===== src/rtl/ex_mdu_stage.sv =====
`default_nettype none
// ============================================================================
// Module   : ex_mdu_stage (with package alu_pkg)
// Purpose  : Execute stage with a single-cycle ALU and a multi-cycle RV32M
//            multiply/divide unit. Define MDU_DIV_EN to build the divider.
// Revision : 1.0 - initial release
// ============================================================================

package alu_pkg;
    typedef enum logic [3:0] {
        ALU_ADD   = 4'd0,
        ALU_SUB   = 4'd1,
        ALU_SLL   = 4'd2,
        ALU_SLT   = 4'd3,
        ALU_SLTU  = 4'd4,
        ALU_XOR   = 4'd5,
        ALU_SRL   = 4'd6,
        ALU_SRA   = 4'd7,
        ALU_OR    = 4'd8,
        ALU_AND   = 4'd9,
        ALU_PASSB = 4'd10
    } aluop_t;
endpackage

module ex_mdu_stage #(
    parameter int DATA_WIDTH = 32
) (
    input  logic                  clk,
    input  logic                  rst,
    input  logic                  in_valid,
    input  logic                  flush,
    input  alu_pkg::aluop_t       aluop,
    input  logic                  mdu_en,
    input  logic [2:0]            mduop,
    input  logic [DATA_WIDTH-1:0] opr_a,
    input  logic [DATA_WIDTH-1:0] opr_b,
    input  logic [DATA_WIDTH-1:0] pc,
    input  logic [DATA_WIDTH-1:0] imm,
    input  logic                  opr_a_sel,
    input  logic                  opr_b_sel,
    output logic [DATA_WIDTH-1:0] opr_res,
    output logic                  out_valid,
    output logic                  ex_stall,
    output logic [DATA_WIDTH-1:0] br_target
);

    localparam int W  = DATA_WIDTH;
    localparam int SW = $clog2(DATA_WIDTH);

    localparam logic [1:0] c_IDLE = 2'd0;
    localparam logic [1:0] c_MUL  = 2'd1;
`ifdef MDU_DIV_EN
    localparam logic [1:0] c_DIV  = 2'd2;
`endif
    localparam logic [1:0] c_DONE = 2'd3;

    logic [1:0]     r_state;
    logic [1:0]     r_op;
    logic [W-1:0]   r_a;
    logic [W-1:0]   r_b;
    logic [W-1:0]   r_result;

    logic [W-1:0]   w_alu_a;
    logic [W-1:0]   w_alu_b;
    logic [SW-1:0]  w_shamt;
    logic [W-1:0]   w_alu_res;
    logic           w_accept;

    // ------------------------------------------------------------------ ALU
    always_comb begin
        w_alu_a   = opr_a_sel ? pc  : opr_a;
        w_alu_b   = opr_b_sel ? imm : opr_b;
        w_shamt   = w_alu_b[SW-1:0];
        w_alu_res = '0;
        case (aluop)
            alu_pkg::ALU_ADD:   w_alu_res = w_alu_a + w_alu_b;
            alu_pkg::ALU_SUB:   w_alu_res = w_alu_a - w_alu_b;
            alu_pkg::ALU_SLL:   w_alu_res = w_alu_a << w_shamt;
            alu_pkg::ALU_SLT:   w_alu_res = {{(W-1){1'b0}}, $signed(w_alu_a) < $signed(w_alu_b)};
            alu_pkg::ALU_SLTU:  w_alu_res = {{(W-1){1'b0}}, w_alu_a < w_alu_b};
            alu_pkg::ALU_XOR:   w_alu_res = w_alu_a ^ w_alu_b;
            alu_pkg::ALU_SRL:   w_alu_res = w_alu_a >> w_shamt;
            alu_pkg::ALU_SRA:   w_alu_res = $unsigned($signed(w_alu_a) >>> w_shamt);
            alu_pkg::ALU_OR:    w_alu_res = w_alu_a | w_alu_b;
            alu_pkg::ALU_AND:   w_alu_res = w_alu_a & w_alu_b;
            alu_pkg::ALU_PASSB: w_alu_res = w_alu_b;
            default:            w_alu_res = '0;
        endcase
    end

    assign br_target = w_alu_res;

    // ------------------------------------------------------------ multiplier
    // Extending to 2W bits gives the same low 2W product bits as the (W+1)-bit
    // signed form while keeping every product bit in use.
    logic           w_mul_sa;
    logic           w_mul_sb;
    logic [2*W-1:0] w_mul_a;
    logic [2*W-1:0] w_mul_b;
    logic [2*W-1:0] w_prod;

    always_comb begin
        w_mul_sa = ((r_op == 2'd1) || (r_op == 2'd2)) & r_a[W-1];
        w_mul_sb = (r_op == 2'd1) & r_b[W-1];
        w_mul_a  = {{W{w_mul_sa}}, r_a};
        w_mul_b  = {{W{w_mul_sb}}, r_b};
        w_prod   = w_mul_a * w_mul_b;
    end

`ifdef MDU_DIV_EN
    // --------------------------------------------------------------- divider
    localparam int CW = (SW < 1) ? 1 : SW;
    localparam logic [CW-1:0] c_LAST = CW'(DATA_WIDTH - 1);

    logic [CW-1:0]  r_cnt;
    logic [W-1:0]   r_dvd;
    logic [W-1:0]   r_dvs;
    logic [W-1:0]   r_rem;
    logic           r_neg_q;
    logic           r_neg_r;

    logic           w_neg_a;
    logic           w_neg_b;
    logic [W-1:0]   w_mag_a;
    logic [W-1:0]   w_mag_b;
    logic           w_div_ovf;
    logic [W:0]     w_trial;
    logic           w_qbit;
    logic [W-1:0]   w_rem_nx;
    logic [W-1:0]   w_quo_nx;
    logic [W-1:0]   w_quo_fix;
    logic [W-1:0]   w_rem_fix;

    always_comb begin
        w_neg_a   = ~mduop[0] & opr_a[W-1];
        w_neg_b   = ~mduop[0] & opr_b[W-1];
        w_mag_a   = w_neg_a ? -opr_a : opr_a;
        w_mag_b   = w_neg_b ? -opr_b : opr_b;
        w_div_ovf = ~mduop[0] & (opr_a == {1'b1, {(W-1){1'b0}}}) & (&opr_b);
        // Top bit of the trial difference is the borrow: set means restore.
        w_trial   = {r_rem, r_dvd[W-1]} - {1'b0, r_dvs};
        w_qbit    = ~w_trial[W];
        w_rem_nx  = w_qbit ? w_trial[W-1:0] : {r_rem[W-2:0], r_dvd[W-1]};
        w_quo_nx  = {r_dvd[W-2:0], w_qbit};
        w_quo_fix = r_neg_q ? -w_quo_nx : w_quo_nx;
        w_rem_fix = r_neg_r ? -w_rem_nx : w_rem_nx;
    end
`endif

    // ---------------------------------------------------------------- control
    assign w_accept = (r_state == c_IDLE) & in_valid & mdu_en & ~flush;

    always_comb begin
        ex_stall  = 1'b0;
        out_valid = 1'b0;
        opr_res   = w_alu_res;
        if (rst) begin
            opr_res = '0;
        end else begin
            case (r_state)
                c_IDLE: begin
                    out_valid = in_valid & ~mdu_en & ~flush;
                    ex_stall  = w_accept;
                end
                c_DONE: begin
                    out_valid = ~flush;
                    opr_res   = r_result;
                end
                default: begin
                    ex_stall = ~flush;
                    opr_res  = '0;
                end
            endcase
        end
    end

    always_ff @(posedge clk) begin
        if (rst) begin
            r_state  <= c_IDLE;
            r_result <= '0;
`ifdef MDU_DIV_EN
            r_cnt    <= '0;
`endif
        end else if (flush) begin
            r_state <= c_IDLE;
        end else begin
            case (r_state)
                c_IDLE: begin
                    if (w_accept) begin
                        r_a  <= opr_a;
                        r_b  <= opr_b;
                        r_op <= mduop[1:0];
                        if (!mduop[2]) begin
                            r_state <= c_MUL;
                        end else begin
`ifdef MDU_DIV_EN
                            if (opr_b == '0) begin
                                r_result <= mduop[1] ? opr_a : '1;
                                r_state  <= c_DONE;
                            end else if (w_div_ovf) begin
                                r_result <= mduop[1] ? '0 : opr_a;
                                r_state  <= c_DONE;
                            end else begin
                                r_dvd   <= w_mag_a;
                                r_dvs   <= w_mag_b;
                                r_rem   <= '0;
                                r_cnt   <= '0;
                                r_neg_q <= w_neg_a ^ w_neg_b;
                                r_neg_r <= w_neg_a;
                                r_state <= c_DIV;
                            end
`else
                            r_result <= '0;
                            r_state  <= c_DONE;
`endif
                        end
                    end
                end
                c_MUL: begin
                    r_result <= (r_op == 2'd0) ? w_prod[W-1:0] : w_prod[2*W-1:W];
                    r_state  <= c_DONE;
                end
`ifdef MDU_DIV_EN
                c_DIV: begin
                    r_dvd <= w_quo_nx;
                    r_rem <= w_rem_nx;
                    if (r_cnt == c_LAST) begin
                        r_result <= r_op[1] ? w_rem_fix : w_quo_fix;
                        r_state  <= c_DONE;
                    end else begin
                        r_cnt <= r_cnt + 1'b1;
                    end
                end
`endif
                default: begin
                    r_state <= c_IDLE;
                end
            endcase
        end
    end

endmodule

`default_nettype wire


===== config.mk =====
export PLATFORM = sky130hd
export DESIGN_NAME = ex_mdu_stage
export DESIGN_NICKNAME = d
export VERILOG_FILES = /design/src/rtl/ex_mdu_stage.sv
export SDC_FILE = /design/constraint.sdc
export NUM_CORES = 2
export LEC_CHECK = 0
export ABC_AREA = 1
export CELL_PAD_IN_SITES_DETAIL_PLACEMENT = 1
export CELL_PAD_IN_SITES_GLOBAL_PLACEMENT = 1
export CORE_UTILIZATION = 45
export DETAILED_ROUTE_END_ITERATION = 16
export GPL_ROUTABILITY_DRIVEN = 0
export GPL_TIMING_DRIVEN = 0
export MAX_ROUTING_LAYER = met4
export PLACE_DENSITY_LB_ADDON = 0.1
export SYNTH_ARGS = -nofsm -noshare
export SYNTH_HDL_FRONTEND = slang
export SYNTH_SLANG_ARGS = --single-unit

===== constraint.sdc =====
create_clock -name clk -period 8.55 [get_ports clk]
set_input_delay 0.855 -clock clk [delete_from_list [all_inputs] [get_ports clk]]
set_output_delay 0.855 -clock clk [all_outputs]
set_load 0.005 [all_outputs]

==> metrics.md <==
| Metric | Value |
|---|---|
| Vias in the first global route | `58520` |
| Max-slew violations | `0` |
| Detailed Route WL | `280700 um` |
| Area Overhead vs Synth | `10.89%` |
| CP endpoint kind | `flip-flop` |
| Avg WL per Cell | `29.53 um` |
| Post-synthesis sequential area ratio | `4.901%` |
| Top_reg_cell synth | `edfxtp_1` |
| Largest net degree at the start of global routing | `35` |
| Layout Nets | `9446` |
| Failing checks | `setup timing` |
| IO Pins | `208` |
| Max clock buf depth | `2` |
| Row count | `127` |
| Most common cell on crit path | `fa_1` |
| Post-DP HPWL | `234600 um` |
| Rel. slew slack | `4.446%` |
| Crit path DAT | `8920 ps` |
| Final ANT Viol Nets | `0` |
| Post-synthesis net count | `9192` |
| FFs w/ async S/R, synth | `0%` |
| Final Setup Violations | `10` |
| Starting Density | `45.35%` |
| Worst skew pair latency | `400 ps` |
| PortBufs | `205` |
| Status | `complete, but fails checks` |
| First-pass GRT wire length | `401700 um` |
| Die Y | `349.5 um` |
| Crit Path Class | `flip-flop to flip-flop` |
| Worst reg2reg startpoint | `r_op[0]$_DFFE_PP_` |
| Final Hold Vio Count | `0` |
| Die area | `122100 sq um` |
| Worst-Margin Slew | `1418 ps` |
| CTS HTree Levels | `3` |
| FILL cells | `15540` |
| Synthesized area per cell | `7.140 sq um` |
| Most common cell after layout, fill and taps aside | `nand2_1` |
| Mapped Cells | `7609` |
| Fmax | `115.3 MHz` |
| EDFF count, synth | `66` |
| Worst hold start | `r_result[4]$_SDFFE_PP0P_` |
| Placed cell areas | `58460 sq um` |
| Final Cycle Share | `101.4%` |
| Drc violations | `0` |
| Worst EP required | `8800 ps` |
| Post-synthesis register bit count | `100` |
| RSZ-0062 raised after global routing | `yes` |
| Synth warn | `0` |
| Area of the mapped netlist | `54330 sq um` |
| Fin crit period | `8672 ps` |
| Share of post-route cells with drive strength above 1 | `6.088%` |
| Cts hold-fix bufs | `0` |
| Initial antenna violation count | `18` |
| Clock root buffer | `clkbuf_16` |
| Crit-path max FO | `10` |
| CTS tree | `done` |
| Chip width | `349.5 um` |
| Post-Route Skew | `17.19 ps` |
| CP startpoint | `r_op[0]$_DFFE_PP_` |
| Tot GR Track Use | `47.86%` |
| DR vias | `54970` |
| Layout Cell Area excl Fill | `60250 sq um` |
| Starting DRT DRC Count | `5695` |
| Most frequent cells in the layout | `nand2_1 (2091), inv_1 (1860), fa_1 (1105), nand3_1 (519), nor2_1 (334)` |
| CORE AREA | `119800 sq um` |
| Crit path largest cell delay | `750 ps` |
| Layout Cells excl Fill | `9505` |
| Clock tree sinks | `100` |
| Yosys cell types | `53` |
| Final setup margin | `-122.4 ps` |
| Crit path launch type | `flip-flop` |
| Inst Count DP | `9429` |
| Clock slew at reported path FFs | `70 ps` |
| Pre-antenna DRT Iters | `8` |
| Cts bufs inserted | `9` |
| HP Class | `flip-flop to flip-flop` |
| Fin Setup TNS | `-658.4 ps` |
| Congestion Overflow GR | `0` |
| Via density | `5.783` |
| Slowest CP cell | `fa_2` |
| Dpl ws | `-1791 ps` |
| Max Cap Viol | `0` |
## cells in the mapped netlist, types with 3 or more instances
| cell | number | area [sq um] |
|---|---|---|
| nand2_1 | 2101 | 7886 |
| inv_1 | 1874 | 7034 |
| fa_1 | 1127 | 22560 |
| nand3_1 | 526 | 2633 |
| nor2_1 | 366 | 1374 |
| clkbuf_1 | 322 | 1209 |
| ha_1 | 314 | 3929 |
| a21oi_1 | 274 | 1371 |
| o21ai_0 | 200 | 1001 |
| edfxtp_1 | 66 | 1982 |
| nand4_1 | 51 | 319.1 |
| buf_2 | 46 | 230.2 |
| dfxtp_1 | 34 | 680.7 |
| nor3_1 | 33 | 165.2 |
| or2_2 | 33 | 206.5 |
| o22ai_1 | 26 | 162.7 |
| o21ai_1 | 20 | 100.1 |
| o21a_1 | 18 | 135.1 |
| o21bai_1 | 18 | 135.1 |
| o211ai_1 | 17 | 127.6 |
| buf_6 | 12 | 135.1 |
| xnor2_1 | 12 | 105.1 |
| inv_2 | 9 | 33.78 |
| nor4_1 | 9 | 56.30 |
| a221oi_1 | 8 | 70.07 |
| buf_4 | 8 | 60.06 |
| a31oi_1 | 7 | 43.79 |
| buf_1 | 7 | 26.28 |
| nand3b_1 | 7 | 52.55 |
| or2_1 | 7 | 43.79 |
| a21boi_0 | 6 | 45.04 |
| a21o_1 | 6 | 45.04 |
| o2111ai_1 | 6 | 52.55 |
| o21ai_2 | 5 | 43.79 |
| xor2_1 | 5 | 43.79 |
| a211oi_1 | 3 | 22.52 |
| and2_1 | 3 | 18.77 |
| nor2_2 | 3 | 18.77 |
## metal layers
layer  GRT usage (%)  wire [um]  up-vias
li1                -          -    22950
met1           51.85      95730    27420
met2           71.61     123000     3275
met3           12.16      28810     1328
met4           45.15      33160        0
met5               -          0        -
## through the flow
| step | hold WS, ps | util (%) |
|---|---|---|
| after floorplan | 445.6 | - |
| after global placement | 457.0 | 48.74 |
| after detailed placement | 461.7 | 48.79 |
| after CTS | 471.8 | 49.57 |
| after global routing | 492.9 | 50.27 |
| final | 474.3 | 50.28 |
## critical path: cells and delay by family, from the launching register on
| family | cells | cell delay, ps |
|---|---|---|
| buf+inv | 9 | 1450 |
| simple gates | 10 | 1330 |
| fa+ha+maj | 10 | 5290 |
| compound gates | 1 | 70 |
| flops | 1 | 360 |
## logic make-up after synthesis
kind of cell	count (synthesis)	share of synthesized area, %
compound gates	618	6.264
simple gates	3153	23.72
xor+xnor	17	0.2740
fa+ha+maj	1441	48.76
flops	100	4.901
buf+inv	2280	16.08
## final cells by class
type                    instances  area, sq um  area share [%]
diodes                         25        62.56          0.1038
plain buffers                 336         1634           2.712
flip-flops and latches        100         2663           4.420
well taps                    1612         2017           3.348
multi-input cells            5229        43400           72.04
inverters                    1885         7097           11.78
clock buffers                   9        225.2          0.3738
repair buffers                302         3079           5.111
clock inverters                 7        65.06          0.1080
## state kept, by name (all words and copies together) (netlist names)
signal / flops
r_a: 32
r_b: 32
r_result: 32
r_op: 2
r_state: 2
## final timing paths
path,endpoint,slack (ps),cells past startpoint
worst min-delay path,r_result[4]$_SDFFE_PP0P_,470,2
worst max register to register,r_result[22]$_SDFFE_PP0P_,-120,30
worst max-delay path,r_result[22]$_SDFFE_PP0P_,-120,30
worst min register to register,r_result[4]$_SDFFE_PP0P_,470,2
## timing repair
item,CTS,global route
setup buffers,44,48
endpoints found under the setup margin,32,32
resized for setup,136,214
pin swaps,8,28
Power is not shown: default switching activity piles up to over one toggle a cycle in this logic, so the estimate is an artifact.
